<file path="config.mk">
export PLATFORM = sky130hd
export DESIGN_NAME = dut_vector_engine
export DESIGN_NICKNAME = d
export VERILOG_FILES = /design/src/rtl/dut_vec_pkg.sv /design/src/rtl/chan_mux.sv /design/src/rtl/dut_vector_engine.sv
export SDC_FILE = /design/constraint.sdc
export NUM_CORES = 1
export LEC_CHECK = 0
export BUFFER_PORTS_ARGS = -buffer_cell sky130_fd_sc_hd__buf_2
export CORE_MARGIN = 2
export CORE_UTILIZATION = 43
export DETAILED_ROUTE_END_ITERATION = 12
export GPL_ROUTABILITY_DRIVEN = 0
export HOLD_SLACK_MARGIN = 0.08
export PLACE_DENSITY_LB_ADDON = 0.3
export SLEW_MARGIN = 0
export SYNTH_ARGS = -nofsm -noshare
export SYNTH_HDL_FRONTEND = slang
export SYNTH_SLANG_ARGS = --single-unit
</file>
<file path="constraint.sdc">
create_clock -name clock -period 2.4 [get_ports clock]
set_input_delay 0.36 -clock clock [delete_from_list [all_inputs] [get_ports clock]]
set_output_delay 0.36 -clock clock [all_outputs]
set_load 0.05 [all_outputs]
</file>
<file path="src/rtl/dut_vec_pkg.sv">
// Shared types and constants for the multi-channel vector engine.
package dut_vec_pkg;

   typedef enum logic [2:0] {
      IDLE  = 3'd0,
      LOAD  = 3'd1,
      APPLY = 3'd2,
      EVAL  = 3'd3,
      WRITE = 3'd4,
      DONE  = 3'd5
   } state_e;

   // Capture modes; the unused encoding 3 behaves like capture-all.
   localparam logic [1:0] MODE_CAPTURE_ALL  = 2'd0;
   localparam logic [1:0] MODE_COMPARE      = 2'd1;
   localparam logic [1:0] MODE_CAPTURE_FAIL = 2'd2;

   // Stimulus word layout: {cycles, stimulus}; cycles field sits above the stimulus.
   localparam int DEF_STF_WIDTH   = 24;
   localparam int DEF_CYCLE_RANGE = 5;
   localparam int CYC_FIELD_LSB   = DEF_STF_WIDTH;
   localparam int CYC_FIELD_W     = DEF_CYCLE_RANGE + 1;

   // Modes that consume expected data and can flag a failure.
   function automatic logic mode_compares(input logic [1:0] m);
      return (m == MODE_COMPARE) || (m == MODE_CAPTURE_FAIL);
   endfunction

endpackage

</file>
<file path="src/rtl/chan_mux.sv">
// Registered stimulus demux onto the channel buses plus response slice select.
module chan_mux #(
   parameter int CHANNELS   = 4,
   parameter int CSEL_WIDTH = 2,
   parameter int STF_WIDTH  = 24,
   parameter int RTF_WIDTH  = 24
) (
   input  logic                          clock,
   input  logic                          reset_n,
   input  logic                          load,
   input  logic [CSEL_WIDTH-1:0]         sel,
   input  logic [STF_WIDTH-1:0]          stim,
   input  logic [CHANNELS*RTF_WIDTH-1:0] miso,
   output logic [CHANNELS*STF_WIDTH-1:0] mosi,
   output logic [RTF_WIDTH-1:0]          resp
);

   logic [CSEL_WIDTH-1:0]                sel_q;
   logic [CHANNELS-1:0][STF_WIDTH-1:0]   mosi_a;
   logic [CHANNELS-1:0][RTF_WIDTH-1:0]   miso_a;

   assign miso_a = miso;
   assign mosi   = mosi_a;

   // On load, drive only the selected lane; an out-of-range select blanks all lanes.
   always_ff @(posedge clock or negedge reset_n) begin
      if (!reset_n) begin
         sel_q  <= '0;
         mosi_a <= '0;
      end else if (load) begin
         sel_q <= sel;
         for (int c = 0; c < CHANNELS; c++)
            mosi_a[c] <= (int'(sel) == c) ? stim : '0;
      end
   end

   // Response comes from the lane latched at load; out-of-range reads as zero.
   always_comb begin
      resp = '0;
      for (int c = 0; c < CHANNELS; c++)
         if (int'(sel_q) == c) resp = miso_a[c];
   end

endmodule

</file>
<file path="src/rtl/dut_vector_engine.sv">
// Pops stimulus vectors, drives one target channel for a per-vector cycle
// count, samples the response, optionally compares it and pushes results.
module dut_vector_engine
   import dut_vec_pkg::*;
#(
   parameter int STF_WIDTH   = DEF_STF_WIDTH,
   parameter int RTF_WIDTH   = 24,
   parameter int CYCLE_RANGE = DEF_CYCLE_RANGE,
   parameter int CHANNELS    = 4,
   parameter int CSEL_WIDTH  = 2,
   parameter int CNT_WIDTH   = 16
) (
   input  logic                              clock,
   input  logic                              reset_n,
   input  logic                              enable,
   input  logic [1:0]                        mode,
   input  logic [CSEL_WIDTH-1:0]             chan_sel,
   input  logic                              clear,
   output logic                              busy,
   input  logic [STF_WIDTH+CYCLE_RANGE:0]    sfifo_data,
   input  logic                              sfifo_rdempty,
   output logic                              sfifo_rdreq,
   input  logic [2*RTF_WIDTH-1:0]            efifo_data,
   input  logic                              efifo_rdempty,
   output logic                              efifo_rdreq,
   output logic [RTF_WIDTH:0]                rfifo_data,
   output logic                              rfifo_wrreq,
   input  logic                              rfifo_wrfull,
   output logic [CHANNELS*STF_WIDTH-1:0]     mosi,
   input  logic [CHANNELS*RTF_WIDTH-1:0]     miso,
   output logic [CNT_WIDTH-1:0]              vector_count,
   output logic [CNT_WIDTH-1:0]              mismatch_count
);

   localparam int CYC_W = CYCLE_RANGE + 1;

   state_e               state;
   logic [CYC_W-1:0]     cnt;
   logic [CYC_W-1:0]     cyc_in;
   logic [RTF_WIDTH-1:0] exp_q, mask_q, resp_q, miso_sel;
   logic [1:0]           mode_q;
   logic                 start_ok, fail, wr_need, load;

   assign cyc_in      = sfifo_data[STF_WIDTH +: CYC_W];
   assign start_ok    = enable && !sfifo_rdempty && (!mode_compares(mode) || !efifo_rdempty);
   assign fail        = mode_compares(mode_q) && (|((resp_q ^ exp_q) & mask_q));
   assign wr_need     = (mode_q == MODE_CAPTURE_FAIL) ? fail : (mode_q != MODE_COMPARE);
   assign load        = (state == LOAD);
   assign busy        = (state != IDLE);
   assign rfifo_wrreq = (state == WRITE) && !rfifo_wrfull;

   chan_mux #(
      .CHANNELS   (CHANNELS),
      .CSEL_WIDTH (CSEL_WIDTH),
      .STF_WIDTH  (STF_WIDTH),
      .RTF_WIDTH  (RTF_WIDTH)
   ) u_mux (
      .clock   (clock),
      .reset_n (reset_n),
      .load    (load),
      .sel     (chan_sel),
      .stim    (sfifo_data[STF_WIDTH-1:0]),
      .miso    (miso),
      .mosi    (mosi),
      .resp    (miso_sel)
   );

   // Vector sequencer: pops are issued one cycle ahead as LOAD is entered.
   always_ff @(posedge clock or negedge reset_n) begin
      if (!reset_n) begin
         state       <= IDLE;
         sfifo_rdreq <= 1'b0;
         efifo_rdreq <= 1'b0;
         cnt         <= '0;
         exp_q       <= '0;
         mask_q      <= '0;
         resp_q      <= '0;
         mode_q      <= '0;
         rfifo_data  <= '0;
      end else begin
         sfifo_rdreq <= 1'b0;
         efifo_rdreq <= 1'b0;
         case (state)
            IDLE, DONE: begin
               if (start_ok) begin
                  state       <= LOAD;
                  sfifo_rdreq <= 1'b1;
                  efifo_rdreq <= mode_compares(mode);
               end else begin
                  state <= IDLE;
               end
            end
            LOAD: begin
               // A zero cycle count still applies the vector for one cycle.
               cnt    <= (cyc_in == '0) ? '0 : cyc_in - CYC_W'(1);
               exp_q  <= efifo_data[RTF_WIDTH-1:0];
               mask_q <= efifo_data[2*RTF_WIDTH-1:RTF_WIDTH];
               mode_q <= mode;
               state  <= APPLY;
            end
            APPLY: begin
               if (cnt == '0) begin
                  resp_q <= miso_sel;
                  state  <= EVAL;
               end else begin
                  cnt <= cnt - CYC_W'(1);
               end
            end
            EVAL: begin
               rfifo_data <= {fail, resp_q};
               state      <= wr_need ? WRITE : DONE;
            end
            WRITE: if (!rfifo_wrfull) state <= DONE;
            default: state <= IDLE;
         endcase
      end
   end

   // Completion counters; clear takes priority over a same-cycle increment.
   always_ff @(posedge clock or negedge reset_n) begin
      if (!reset_n) begin
         vector_count   <= '0;
         mismatch_count <= '0;
      end else if (clear) begin
         vector_count   <= '0;
         mismatch_count <= '0;
      end else if (state == EVAL) begin
         vector_count <= vector_count + CNT_WIDTH'(1);
         if (fail && (mismatch_count != '1))
            mismatch_count <= mismatch_count + CNT_WIDTH'(1);
      end
   end

endmodule

</file>
==> results of run 1 <==
-- cell usage in the layout (no fill, tap or decap), types with 11 or more instances in the layout --
cell type        n
a21oi_1         19
buf_2          340
buf_4           16
clkbuf_16       27
dfrtp_1        239
dlygate4sd3_1   41
inv_1           13
mux2_2          73
mux4_2          24
nand2_1        294
nand3_1         14
nor2_1          31
nor3_1          13
o21ai_0        104
o21ai_1         11
or3_1           15
xor2_1          38
-- cells in the mapped netlist, types with 2 or more instances --
master	number
mux2i_1	4
buf_1	4
dfrtp_1	240
clkbuf_1	42
a22oi_1	9
nor3_2	2
nand4_1	7
o31ai_1	3
or4_1	2
inv_1	13
a21oi_1	19
xnor2_1	5
nor2_1	31
nor3_1	13
and3b_1	2
o21ai_1	11
a22oi_2	3
nor2b_1	5
xor2_1	38
o21ai_0	104
ha_1	7
or3_1	15
or3b_1	2
mux4_2	24
buf_2	13
and2_1	3
nand2_1	294
nand3_1	14
mux2_1	4
mux2_2	73
buf_6	3
-- how the worst max path moves through the flow --
| stage | start | to | slack [ns] | cells after the start |
|---|---|---|---|---|
| floorplan | mismatch_count[0]$_DFFE_PN0P_ | mismatch_count[1]$_DFFE_PN0P_ | 0.12 | 9 |
| global placement | mismatch_count[0]$_DFFE_PN0P_ | mismatch_count[6]$_DFFE_PN0P_ | 0.27 | 8 |
| detailed placement | resp_q[16]$_DFFE_PN0P_ | mismatch_count[1]$_DFFE_PN0P_ | 0.23 | 7 |
| CTS | mismatch_count[0]$_DFFE_PN0P_ | mismatch_count[5]$_DFFE_PN0P_ | 0.20 | 8 |
| global route | mismatch_count[0]$_DFFE_PN0P_ | mismatch_count[5]$_DFFE_PN0P_ | 0.09 | 8 |
| finish | mismatch_count[0]$_DFFE_PN0P_ | mismatch_count[5]$_DFFE_PN0P_ | 0.20 | 8 |
-- what timing repair did --
item	CTS	global route
hold buffers	39	2
endpoints found under the setup margin	0	0
gates resized for setup	0	0
endpoints found under the hold margin	87	2
-- final cells by class --
| cell class | count | area [um2] |
|---|---|---|
| fill | 2169 | 10670 |
| clock inverter | 7 | 116.4 |
| sequential | 240 | 6007 |
| clock buffer | 42 | 832.0 |
| inverter | 13 | 48.80 |
| antenna | 2 | 5.005 |
| timing repair buffer | 403 | 2347 |
| tap | 330 | 412.9 |
| multi-input combinational | 710 | 4523 |
-- logic make-up after synthesis --
family                     share of synthesized area
xor gates and xnor gates                     0.03473
DFF                                           0.5539
muxes                                         0.1349
and+or+nand+nor                               0.1564
buffers and inverters                        0.03023
AOI/OAI and AO/OA                            0.08181
adders and majority gates                   0.008077
-- flip-flops by register name, indices dropped and copies added, names as in the netlist --
| register | count |
|---|---|
| mismatch_count | 16 |
| vector_count | 16 |
| exp_q | 24 |
| mask_q | 24 |
| mode_q | 2 |
| u_mux.sel_q | 2 |
| sfifo_rdreq | 1 |
| rfifo_data | 25 |
| cnt | 6 |
| u_mux.mosi | 96 |
| efifo_rdreq | 1 |
| state | 3 |
| resp_q | 24 |
-- power breakdown --
group | switching, mW | internal, mW
clock | 1.63 | 2.69
combinational | 5.57 | 2.53
sequential | 0.992 | 5.59
-- stage by stage --
| step | cell area [um2] | utilization | setup WS [ns] | hold WS, ns | power [mW] |
|---|---|---|---|---|---|
| 3_3_place_gp | 12930 | 0.5179 | 0.2666 | 0.3068 | 14.52 |
| 5_1_grt | 14290 | 0.5724 | 0.09240 | 0.08146 | 20.06 |
| 6_report | 14290 | 0.5725 | 0.1981 | 0.1052 | 19.01 |
| 4_1_cts | 14270 | 0.5715 | 0.2021 | 0.08013 | 19.16 |
| 2_1_floorplan | 10850 | - | 0.1221 | 0.06441 | 12.53 |
| 3_5_place_dp | 12930 | 0.5179 | 0.2285 | 0.3141 | 14.72 |
-- metal layers --
layer,track usage,part of all wire,vias up
li1,-,-,4214
met1,0.3032,0.42,4190
met2,0.3567,0.48,289
met3,0.05857,0.077,48
met4,0.06275,0.020,2
met5,0,0.00044,-
-- worst reg2reg max path, delay by kind of cell (launching register included) --
| kind | cells | cell delay, ns |
|---|---|---|
| AO/OA/AOI/OAI | 3 | 0.60 |
| AND/OR/NAND/NOR | 2 | 0.56 |
| flip-flops | 1 | 0.43 |
| buffers and inverters | 2 | 0.28 |
| adder cells (fa/ha/maj) | 1 | 0.25 |
==> run summary, run 1 <==
Yosys cell types -> 48
Synthesis Warnings -> 0
share of cells above drive strength 1 -> 0.3682
Area contributors post-synth -> dfrtp_1 (55%), nand2_1 (10%), mux2_2 (7.6%)
synthesis-to-finish area growth -> 31.81%
synthesized instance count -> 1,026
die height -> 162.8 um
Reg clk slew, reported paths -> 0.06 ns
floorplan row count -> 58
Worst-Skew Late Latency -> 0.52 ns
area share of the largest cell type after synthesis -> 0.5539
CTS tree -> yes
fin crit period -> 2.202 ns
Fmax -> 0.4542 GHz
Static Leak -> 7.031 nW
Min-Delay Path Depth -> 2
Clock Root Buffer -> clkbuf_16
Worst R2R End -> mismatch_count[5]$_DFFE_PN0P_
die width -> 162.8 um
initial antenna violation count -> 3
vias -> 8,743
Worst setup SP type -> register
final worst path period share -> 0.9174
Synth Flop Type -> dfrtp_1
max_cap viols -> 0
Crit. End Element -> register
Final Max Slew Viols -> 0
Mapped Avg Cell Area -> 10.57 um2
delay-heaviest family, CP -> compound AO/OA/AOI/OAI gates
hold endpoint -> exp_q[3]$_DFFE_PN0P_
Cell Area, Synth -> 0.01084 mm2
post-placement cell count -> 1,655
Max Root-Sink Buffers -> 3
largest net degree at the start of global routing -> 124
Routed Antenna Nets -> 0
final WL -> 29,620 um
flop and latch count out of synthesis -> 240
number of flops mapped to enable cells by yosys -> 0
CP Data Arrival Time -> 2.65 ns
first-pass GRT wire length -> 47,290 um
length in cells of the worst reg-to-reg path -> 8
unrepaired setup endpoints after global routing -> false
R2R Path Start -> mismatch_count[0]$_DFFE_PN0P_
crit-path max cell delay -> 0.47 ns
final hold vios -> 0
Seq/Total Area, Yosys -> 0.5539
Hold WC Path Type -> in2reg
slew of the pin with the lowest slew margin -> 0.6649 ns
Synth async-reset ratio -> 1.000
Vias per Instance -> 5.005
vias in the first global route -> 8,763
PortBufs -> 341
total gr overflow -> 0
Initial DRT Pass Iterations -> 5
slew margin rel. -> 0.5533
Final Non-Filler Cells -> 1,747
syn nets -> 1,218
CP Buf/Inv Count -> 2
Critical Path, Cell by Cell -> ha_1 > inv_1 > nor3_2 > a311oi_4 > o31ai_4 > buf_12 > or4_1 > a21oi_1
drt drc -> 0
initial core utilization -> 0.4343
HPWL after DPL -> 21,150 um
Top Ports -> 342
core region area -> 0.02496 mm2
min-delay src -> efifo_data[3]
TritonCTS Sinks -> 240
CTS Buf Count -> 27
CTS H-tree lvls -> 1
post-CTS repair timing setup buffer count -> 0
Layout Nets -> 1,587
Crit Path Category -> reg2reg
Iteration-0 DRC Markers -> 617
Worst VDD drop -> 959.1 uV
status -> completed
Critical Path Fanout Max -> 24
Critical-path top delay cell -> or4_1
total track usage -> 0.2237
setup slack, reg-to-reg -> 0.20 ns
Final setup viols -> 0
setup TNS -> 0 ns
Pwr Density -> 1330 mW/mm2
die area -> 0.02650 mm2
Synth area leader -> dfrtp_1
wire length per cell -> 16.95 um
CP required -> 2.84 ns
clock skew -> 0.01225 ns
Power figures use the tool's default switching activity.
==> run 2: changes to the inputs <==
--- a/config.mk
+++ b/config.mk
@@ -7,7 +7,7 @@
 export LEC_CHECK = 0
 export BUFFER_PORTS_ARGS = -buffer_cell sky130_fd_sc_hd__buf_2
 export CORE_MARGIN = 2
-export CORE_UTILIZATION = 43
+export CORE_UTILIZATION = 51
 export DETAILED_ROUTE_END_ITERATION = 12
 export GPL_ROUTABILITY_DRIVEN = 0
 export HOLD_SLACK_MARGIN = 0.08
==> run summary, run 2 (synthesis gave the netlist of run 1 again) <==
Placed Area -> 0.01286 mm2
share of cells above drive strength 1 -> 0.3730
unrepaired setup endpoints after global routing -> false
Final setup viols -> 0
Static Leak -> 6.960 nW
slew margin rel. -> 0.5043
initial antenna violation count -> 2
Fmax -> 0.4370 GHz
Worst setup SP type -> register
Clock Root Buffer -> clkbuf_16
post-placement cell count -> 1,602
total gr overflow -> 0
final worst path period share -> 0.9534
drt drc -> 0
Reg clk slew, reported paths -> 0.06 ns
final setup margin -> 0.1119 ns
PortBufs -> 341
final hold vios -> 0
Final Max Slew Viols -> 0
Crit Path Category -> reg2reg
Vias per Instance -> 5.271
Post-CTS Resized -> 0
Hold WC Path Type -> in2reg
Iteration-0 DRC Markers -> 416
Crit. End Element -> register
CP Data Arrival Time -> 2.70 ns
vias -> 8,850
clock skew -> 0.01437 ns
setup TNS -> 0 ns
Hold WS -> 0.09614 ns
Worst VDD drop -> 894.9 uV
die area -> 0.02244 mm2
register area -> 0.006007 mm2
largest net degree at the start of global routing -> 200
die width -> 149.8 um
CTS Buf Count -> 26
commonest non-fill, non-tap cell in the layout -> buf_2
die height -> 149.8 um
footprint of the multi-input gates -> 0.004521 mm2
most frequent cells in the layout -> buf_2 (340), nand2_1 (294), dfrtp_1 (239)
CP required -> 2.81 ns
Worst-Skew Late Latency -> 0.51 ns
Initial DRT Pass Iterations -> 5
max FFs per register -> 96
Top Ports -> 342
final core utilization -> 0.6707
CTS tree -> yes
Critical Path Fanout Max -> 7
total track usage -> 0.2601
Layout fillers -> 1,696
Routed Antenna Nets -> 0
floorplan row count -> 53
wire length per cell -> 17.40 um
HPWL after DPL -> 20,580 um
synthesis-to-finish area growth -> 29.62%
slew of the pin with the lowest slew margin -> 0.7436 ns
max_cap viols -> 0
initial core utilization -> 0.5174
first-pass GRT wire length -> 46,110 um
Max Root-Sink Buffers -> 3
vias in the first global route -> 8,800
Pwr Density -> 1336 mW/mm2
status -> completed
fin crit period -> 2.288 ns
TritonCTS Sinks -> 240
dpl ws -> 0.1466 ns
core region area -> 0.02096 mm2
Final Non-Filler Cells -> 1,679
CTS H-tree lvls -> 1
Layout Nets -> 1,576
Pwr Total -> 18.77 mW
final WL -> 29,220 um
Finished Cell Area -> 0.01405 mm2
-- run 2: repair_timing --
item / in CTS / in global routing
endpoints found under the setup margin: 0 / 1
hold endpoints to repair: 75 / 2
setup buffers: 0 / 2
hold buffers: 25 / 2
-- run 2: worst paths after layout --
path | from | end | slack [ns] | cells after the start
max in group asynchronous | reset_n | mismatch_count[11]$_DFFE_PN0P_ | 1.25 | 3
setup / recovery | mismatch_count[1]$_DFFE_PN0P_ | mismatch_count[6]$_DFFE_PN0P_ | 0.11 | 8
min in group asynchronous | reset_n | rfifo_data[18]$_DFFE_PN0P_ | 0.37 | 2
hold / removal | efifo_data[13] | exp_q[13]$_DFFE_PN0P_ | 0.1 | 2
setup reg to reg | mismatch_count[1]$_DFFE_PN0P_ | mismatch_count[6]$_DFFE_PN0P_ | 0.11 | 8
hold reg to reg | rfifo_data[22]$_DFFE_PN0P_ | rfifo_data[22]$_DFFE_PN0P_ | 0.47 | 2
-- run 2: power by group --
part           switching, mW  internal (mW)
clock network           1.57           2.50
logic                   5.61           2.54
registers              0.947           5.59
total                   8.14           10.6
-- run 2: worst max-delay path, cell delays in order, from the launching register on --
cell,delay (ns)
dfrtp_1,0.42
ha_1,0.23
inv_1,0.11
nor3_2,0.10
a311oi_4,0.31
o31ai_4,0.18
buf_4,0.19
or4_1,0.46
a21oi_1,0.19
-- run 2: metal layers --
| metal | part of all wire | GRT usage |
|---|---|---|
| met1 | 0.43 | 0.3594 |
| met2 | 0.47 | 0.4137 |
| met3 | 0.071 | 0.05396 |
| met4 | 0.030 | 0.08585 |
| met5 | 0 | 0 |
-- run 2: cell type report --
type	count	area share
well taps	275	0.02448
flip-flops and latches	240	0.4274
inverters	13	0.003472
repair buffers	393	0.1592
clock inverters	8	0.006766
clock buffers	38	0.05671
diodes	2	0.0003561
multi-input cells	710	0.3216
